## src/rtl/perip_bus_arbiter_pkg.sv

```systemverilog
// Shared constants for the peripheral bus: bus geometry, slave indices and arbiter states.
package perip_bus_arbiter_pkg;

    localparam int          DATA_W     = 32;
    localparam logic [31:0] PERIP_BASE = 32'hA000_0000;
    localparam int          SEL_LO     = 12;

    localparam logic [1:0] SLV_KBD   = 2'd0;
    localparam logic [1:0] SLV_VGA   = 2'd1;
    localparam logic [1:0] SLV_TIMER = 2'd2;
    localparam logic [1:0] SLV_UART  = 2'd3;

    typedef enum logic [1:0] {
        ST_IDLE   = 2'd0,
        ST_ACCESS = 2'd1,
        ST_RESP   = 2'd2
    } arb_state_e;

endpackage

```

## src/rtl/perip_bus_arbiter_addr_decode.sv

```systemverilog
// Address to slave decode: window hit on the upper half-word, 2-bit slave select inside the window.
module perip_addr_decode
    import perip_bus_arbiter_pkg::*;
#(
    parameter int                DATA_W     = perip_bus_arbiter_pkg::DATA_W,
    parameter logic [DATA_W-1:0] PERIP_BASE = perip_bus_arbiter_pkg::PERIP_BASE,
    parameter int                SEL_LO     = perip_bus_arbiter_pkg::SEL_LO
) (
    input  logic [DATA_W-1:0] addr_i,
    output logic              hit_o,
    output logic [1:0]        sel_o
);

    logic unused_addr;

    assign hit_o = (addr_i[DATA_W-1:16] == PERIP_BASE[DATA_W-1:16]);
    assign sel_o = addr_i[SEL_LO+1:SEL_LO];

    // Offset bits inside a slave's 4 KiB page are the slave's own business.
    assign unused_addr = ^{addr_i[15:SEL_LO+2], addr_i[SEL_LO-1:0]};

endmodule

```

## src/rtl/perip_bus_arbiter.sv

```systemverilog
// Two-master round-robin arbiter for the peripheral bus; one single-cycle slave enable per access.
module perip_bus_arbiter
    import perip_bus_arbiter_pkg::*;
#(
    parameter int                DATA_W     = perip_bus_arbiter_pkg::DATA_W,
    parameter logic [DATA_W-1:0] PERIP_BASE = perip_bus_arbiter_pkg::PERIP_BASE,
    parameter int                SEL_LO     = perip_bus_arbiter_pkg::SEL_LO
) (
    input  logic                clk,
    input  logic                rst,
    input  logic [1:0]          m_req_i,
    input  logic [1:0]          m_rw_i,
    input  logic [2*DATA_W-1:0] m_addr_i,
    input  logic [2*DATA_W-1:0] m_wdata_i,
    output logic [1:0]          m_gnt_o,
    output logic [1:0]          m_done_o,
    output logic [1:0]          m_err_o,
    output logic [2*DATA_W-1:0] m_rdata_o,
    output logic [3:0]          s_ena_o,
    output logic                s_rw_o,
    output logic [DATA_W-1:0]   s_addr_o,
    output logic [DATA_W-1:0]   s_wdata_o,
    input  logic [4*DATA_W-1:0] s_rdata_i
);

    arb_state_e          state_q, state_d;
    logic                win;
    logic [DATA_W-1:0]   win_addr;
    logic                win_hit;
    logic [1:0]          win_sel;

    logic                win_q;
    logic                rr_last_q;
    logic                rw_q;
    logic [DATA_W-1:0]   addr_q;
    logic [DATA_W-1:0]   wdata_q;
    logic                hit_q;
    logic [1:0]          sel_q;
    logic [1:0]          done_q;
    logic [1:0]          err_q;
    logic [2*DATA_W-1:0] rdata_q;

    // On a tie the master that did not win last time goes first.
    assign win      = (m_req_i == 2'b11) ? ~rr_last_q : ~m_req_i[0];
    assign win_addr = m_addr_i[win*DATA_W +: DATA_W];

    perip_addr_decode #(
        .DATA_W     (DATA_W),
        .PERIP_BASE (PERIP_BASE),
        .SEL_LO     (SEL_LO)
    ) u_decode (
        .addr_i (win_addr),
        .hit_o  (win_hit),
        .sel_o  (win_sel)
    );

    always_ff @(posedge clk) begin
        if (rst) begin
            state_q <= ST_IDLE;
        end else begin
            state_q <= state_d;
        end
    end

    always_comb begin
        state_d = state_q;
        case (state_q)
            ST_IDLE:   if (|m_req_i) state_d = ST_ACCESS;
            ST_ACCESS: state_d = ST_RESP;
            ST_RESP:   state_d = ST_IDLE;
            default:   state_d = ST_IDLE;
        endcase
    end

    always_comb begin
        m_gnt_o = '0;
        s_ena_o = '0;
        if (state_q == ST_IDLE && |m_req_i) begin
            m_gnt_o[win] = 1'b1;
        end
        if (state_q == ST_ACCESS && hit_q) begin
            s_ena_o[sel_q] = 1'b1;
        end
    end

    always_ff @(posedge clk) begin
        if (rst) begin
            win_q     <= 1'b0;
            rr_last_q <= 1'b1;
            rw_q      <= 1'b0;
            addr_q    <= '0;
            wdata_q   <= '0;
            hit_q     <= 1'b0;
            sel_q     <= '0;
            done_q    <= '0;
            err_q     <= '0;
            rdata_q   <= '0;
        end else begin
            done_q <= '0;
            err_q  <= '0;
            if (state_q == ST_IDLE && |m_req_i) begin
                win_q     <= win;
                rr_last_q <= win;
                rw_q      <= m_rw_i[win];
                addr_q    <= win_addr;
                wdata_q   <= m_wdata_i[win*DATA_W +: DATA_W];
                hit_q     <= win_hit;
                sel_q     <= win_sel;
            end
            // Writes and misses return zero so stale slave data never leaks to a master.
            if (state_q == ST_RESP) begin
                done_q[win_q] <= 1'b1;
                err_q[win_q]  <= ~hit_q;
                rdata_q[win_q*DATA_W +: DATA_W] <= (!rw_q && hit_q) ?
                    s_rdata_i[sel_q*DATA_W +: DATA_W] : '0;
            end
        end
    end

    assign m_done_o  = done_q;
    assign m_err_o   = err_q;
    assign m_rdata_o = rdata_q;
    assign s_rw_o    = rw_q;
    assign s_addr_o  = addr_q;
    assign s_wdata_o = wdata_q;

endmodule

```

## config.mk

```make
export PLATFORM = sky130hd
export DESIGN_NAME = perip_bus_arbiter
export DESIGN_NICKNAME = d
export VERILOG_FILES = /design/src/rtl/perip_bus_arbiter_pkg.sv /design/src/rtl/perip_bus_arbiter_addr_decode.sv /design/src/rtl/perip_bus_arbiter.sv
export SDC_FILE = /design/constraint.sdc
export NUM_CORES = 1
export LEC_CHECK = 0
export CAP_MARGIN = 25
export CORE_AREA = 4 4 154 156
export CTS_CLUSTER_DIAMETER = 80
export DETAILED_ROUTE_END_ITERATION = 12
export DIE_AREA = 0 0 158 160
export GPL_TIMING_DRIVEN = 0
export HOLD_SLACK_MARGIN = 0.03
export PLACE_DENSITY = 0.66
export SYNTH_ARGS = -nofsm -noshare
export SYNTH_HDL_FRONTEND = slang
export SYNTH_SLANG_ARGS = --single-unit
export TNS_END_PERCENT = 10
```

## constraint.sdc

```tcl
create_clock -name clk -period 1.41 [get_ports clk]
set_input_delay 0.141 -clock clk [delete_from_list [all_inputs] [get_ports clk]]
set_output_delay 0.141 -clock clk [all_outputs]
set_load 0.02 [all_outputs]
```

### Word level (Yosys, flattened, before mapping)

Index checks and enable logic that the tools add are counted.
Widths: inputs -> output; s select.

* bits in registers: 140
* logic and storage cells: 58

* $add $sub $neg: 1
* magnitude comparators: 6
* equality and inequality tests: 5
* shift operators: 5
* mux-type cells: 15
* bitwise gates (word level): 5
* reduce and logical (&&, ||, !) cells: 10

Operators with widths (count)
* $shiftx 128x8->32: 1
* $shiftx 64x7->32: 2
* $bwmux 64: 1
* $shift 32x34->64 const A: 1
* $shiftx 32x34->64: 1
* $neg 6->34: 1
* $mux 32: 1
* $eq 16x16->1 const B: 1
* $logic_and 1x1->1: 6
* $mux 1: 6
* $eq 2x2->1 const B: 2
* $lt 1x2->1 const B: 2
* $mux 2: 2
* $mux 4: 1
* $not 1->1: 4
* $pmux 2 s2: 1
* $reduce_or 2->1: 2
* $lt 2x3->1 const B: 1
* $and 2x2->2: 1
* $demux 1 s1: 2
* $demux 1 s2: 1
* $eq 2x1->1 const B: 1
* $ge 1x1->1 const B: 2
* $ge 2x1->1 const B: 1
* other kinds (3): 3

### Longest topological paths before layout

* depth in word-level cells: 7
* gate-level depth with buffers: 6
* mapped depth without buffers: 4

### Hierarchy

A second synthesis with hierarchy kept.

* cells, all modules: 725
* area total of the unflattened synthesis: 6860.3 um^2

Modules (own cells, without submodules)
* perip_bus_arbiter: instances 1, cells each 718, area each 6807.8 um^2, sequential area each 2802.7 um^2
* perip_addr_decode: instances 1, cells each 7, area each 52.6 um^2, sequential area each 0.0 um^2

### Worst setup path before layout

Ideal clock, no wire load.

* path type: register to register
* from: register, netlist name s_addr_o[12]
* to: register rdata_q[37] (netlist: m_rdata_o[37])
* arrival time: 1608 ps
* required time: 1278 ps
* setup slack: -330 ps
* cell stages (with the launch flop): 7
* path buffers: 2
* clock period less this slack: 1740 ps
* path through: dfxtp_1 -> buf_4 -> buf_6 -> mux4_2 -> and2_1 -> nand2_1 -> a21oi_1

RTL lines
* end signal: indexed assignment: RTL line perip_bus_arbiter.sv:114 `rdata_q[win_q*DATA_W +: DATA_W] <= (!rw_q && hit_q) ?`
* end: declaration: RTL line perip_bus_arbiter.sv:41 `logic [2*DATA_W-1:0] rdata_q;`

==> results.json <==
{
  "drt-total-wl_um": 27800,
  "achievable-frequency_mhz": 585,
  "synth-edff-count": 0,
  "pin_count": 401,
  "synth.most_common_cell": "dfxtp_1",
  "h-tree-depth": 4,
  "fp.dieH_um": 160,
  "setup_viol": 112,
  "hold_violations": 0,
  "clkTransAtPathRegs_ns": 0.06,
  "fillers": 2150,
  "violations": "negative setup slack",
  "grt_util_all_layers_pct": 20.8,
  "status": "complete, but fails checks",
  "dp_hpwl_um": 21600,
  "critPathArrivalTime_ns": 1.99,
  "dp.cells": 1328,
  "netlist_top_cells_area": "dfxtp_1, mux4_2, a222oi_1, nand2_1, a21oi_1",
  "worstMarginPinSlew_ns": 0.732,
  "ir_drop_mv": 0.737,
  "seq_area_frac_synth_pct": 45.3,
  "worst_setup_path_start_kind": "register",
  "yosys_warnings": 0,
  "min_path_type": "in -> reg",
  "vias": 6879,
  "dpl_cell_area_mm2": 0.0105,
  "drv_slew": 0,
  "vias_per_cell": 4.99,
  "synthArstFlopShare_pct": 0,
  "antenna_found_initial": 1,
  "clock_skew_ns": 0.0100,
  "cts_tree": "yes",
  "grt_max_degree": 17,
  "finalNonFillerCells": 1379,
  "syn_nets": 907,
  "synth_commonest_cells": "dfxtp_1, nand2_1, nor2_1",
  "syn_inst": 645,
  "synth_top_area_share_pct": 45.3,
  "wl_per_cell_um": 20.2,
  "tns_ns": -19.85,
  "p_leak_nw": 4.78,
  "diodes": 0,
  "fin_crit_ns": 1.71,
  "timing.final.ws_setup_ns": -0.299,
  "fin_crit_sh_pct": 121,
  "power_mw": 11.7,
  "grt_pass1_vias": 6948,
  "post-place-ws_ns": -0.793,
  "drt_first_pass_iters": 9,
  "clk-insertion-delay-late_ns": 0.42,
  "cts-root-buf": "clkbuf_16",
  "p_per_area_mw_per_mm2": 1010,
  "cap_violations": 0,
  "gr-total-overflow": 0,
  "final_area_mm2": 0.0116,
  "ant_nets": 0,
  "relSlewSlack_pct": 51.2,
  "crit_path_end_kind": "register",
  "finalNetCount": 1343,
  "num_rows": 55,
  "synthFlopType": "dfxtp_1",
  "drt-initial-drc-count": 476,
  "portBuffers": 398,
  "yosys.area.top_type": "dfxtp_1",
  "crit_type": "reg -> reg",
  "initial_utilization_pct": 27.3,
  "ctsHoldBuffers": 0,
  "area_growth_pct": 89.5,
  "yosysUniqueCellTypes": 34,
  "syn_area_mm2": 0.00610,
  "die_x_um": 158,
  "routabilityCongestion": 0.838,
  "final_util_pct": 51.7,
  "clock_sinks": 138,
  "drc": 0,
  "rsz0062_at_grt": "yes",
  "cts_made_buffers": 17,
  "die_area_mm2": 0.0253,
  "critPathRequiredTime_ns": 1.69,
  "cp_max_fo": 7,
  "synth_area_per_cell_um2": 9.46,
  "cts.path.max_buffers": 2,
  "ys_ff_latch": 138,
  "drive_gt1_share_pct": 20.0,
  "whs_ns": 0.193,
  "grt_pass1_wl_um": 40200,
  "core-area_mm2": 0.0224
}
==> report_power, final <==
group / switching [mW] / internal (mW) / leakage (nW)
Clock: 1.81 / 2.98 / 0.299
Combinational: 1.18 / 1.50 / 3.36
Sequential: 0.121 / 4.09 / 1.13
==> registers in the layout, summed over array words and instances (netlist names) <==
name,count
m_rdata_o,64
s_addr_o,32
s_wdata_o,32
m_done_o,2
m_err_o,2
state_q,2
hit_q,1
rr_last_q,1
s_rw_o,1
win_q,1
==> metal layers <==
layer / wire (um) / track usage, % / up-vias
met5: 12 / 0 / -
met4: 580 / 6.17 / 2
met3: 2540 / 7.24 / 34
met2: 14000 / 37.2 / 325
met1: 10700 / 23.2 / 3281
li1: - / - / 3237
==> worst paths after layout <==
path	cells after the start	endpoint	startpoint	slack, ns
worst max-delay path	7	m_rdata_o[52]	s_addr_o[12]	-0.30
worst min-delay path	2	rr_last_q	rst	0.19
worst min register to register	2	m_rdata_o[42]	m_rdata_o[42]	0.45
worst max register to register	7	m_rdata_o[52]	s_addr_o[12]	-0.30
==> cell usage in the layout, fill, tap and decap left out, types with 3 or more instances in the layout <==
cell type          n
nor4_1             4
a21oi_1           49
nand2_2           23
mux2i_1           15
bufinv_16          4
clkbuf_2           9
nor3_1             6
buf_12            10
mux4_2            32
buf_4             19
nor2_1            70
nand2_1          105
dfxtp_4            3
buf_2              7
buf_6             14
dfxtp_1          133
a21oi_2           16
clkbuf_1          24
a222oi_1          49
nand3b_1           3
dlygate4sd2_1    131
clkdlybuf4s50_1  259
buf_8              3
and2_4            32
inv_6              3
a211oi_1          15
clkbuf_16         17
==> layout make-up <==
cell class	instances	area (um^2)	area share, %
tap	285	357	3.09
clock inverter	13	190	1.65
timing repair buffer	417	4070	35.2
inverter	3	11.3	0.0974
sequential	138	2780	24.0
multi-input combinational	443	3260	28.2
buffer	61	455	3.94
clock buffer	19	433	3.75
==> timing repair <==
action                     in CTS  in global routing
pin swaps                      46                 10
cloned                          3                  0
setup endpoints to repair     276                138
resized for setup             269                 36
buffers inserted               12                  5
==> critical path: stages, from the launching register on <==
cell	delay (ns)
dfxtp_4	0.36
buf_12	0.14
buf_12	0.12
buf_12	0.11
mux4_2	0.52
and2_4	0.19
nand2_2	0.07
a21oi_2	0.05
==> kinds of logic (layout without fill, tap and decap cells) <==
family | count (synthesis) | after routing | synth area share (%)
AND/OR/NAND/NOR | 259 | 259 | 18.4
buffers and inverters | 64 | 513 | 5.33
flip-flops | 138 | 138 | 45.3
AO/OA/AOI/OAI | 136 | 136 | 16.5
multiplexers | 48 | 48 | 14.5
Power figures use the tool's default switching activity.
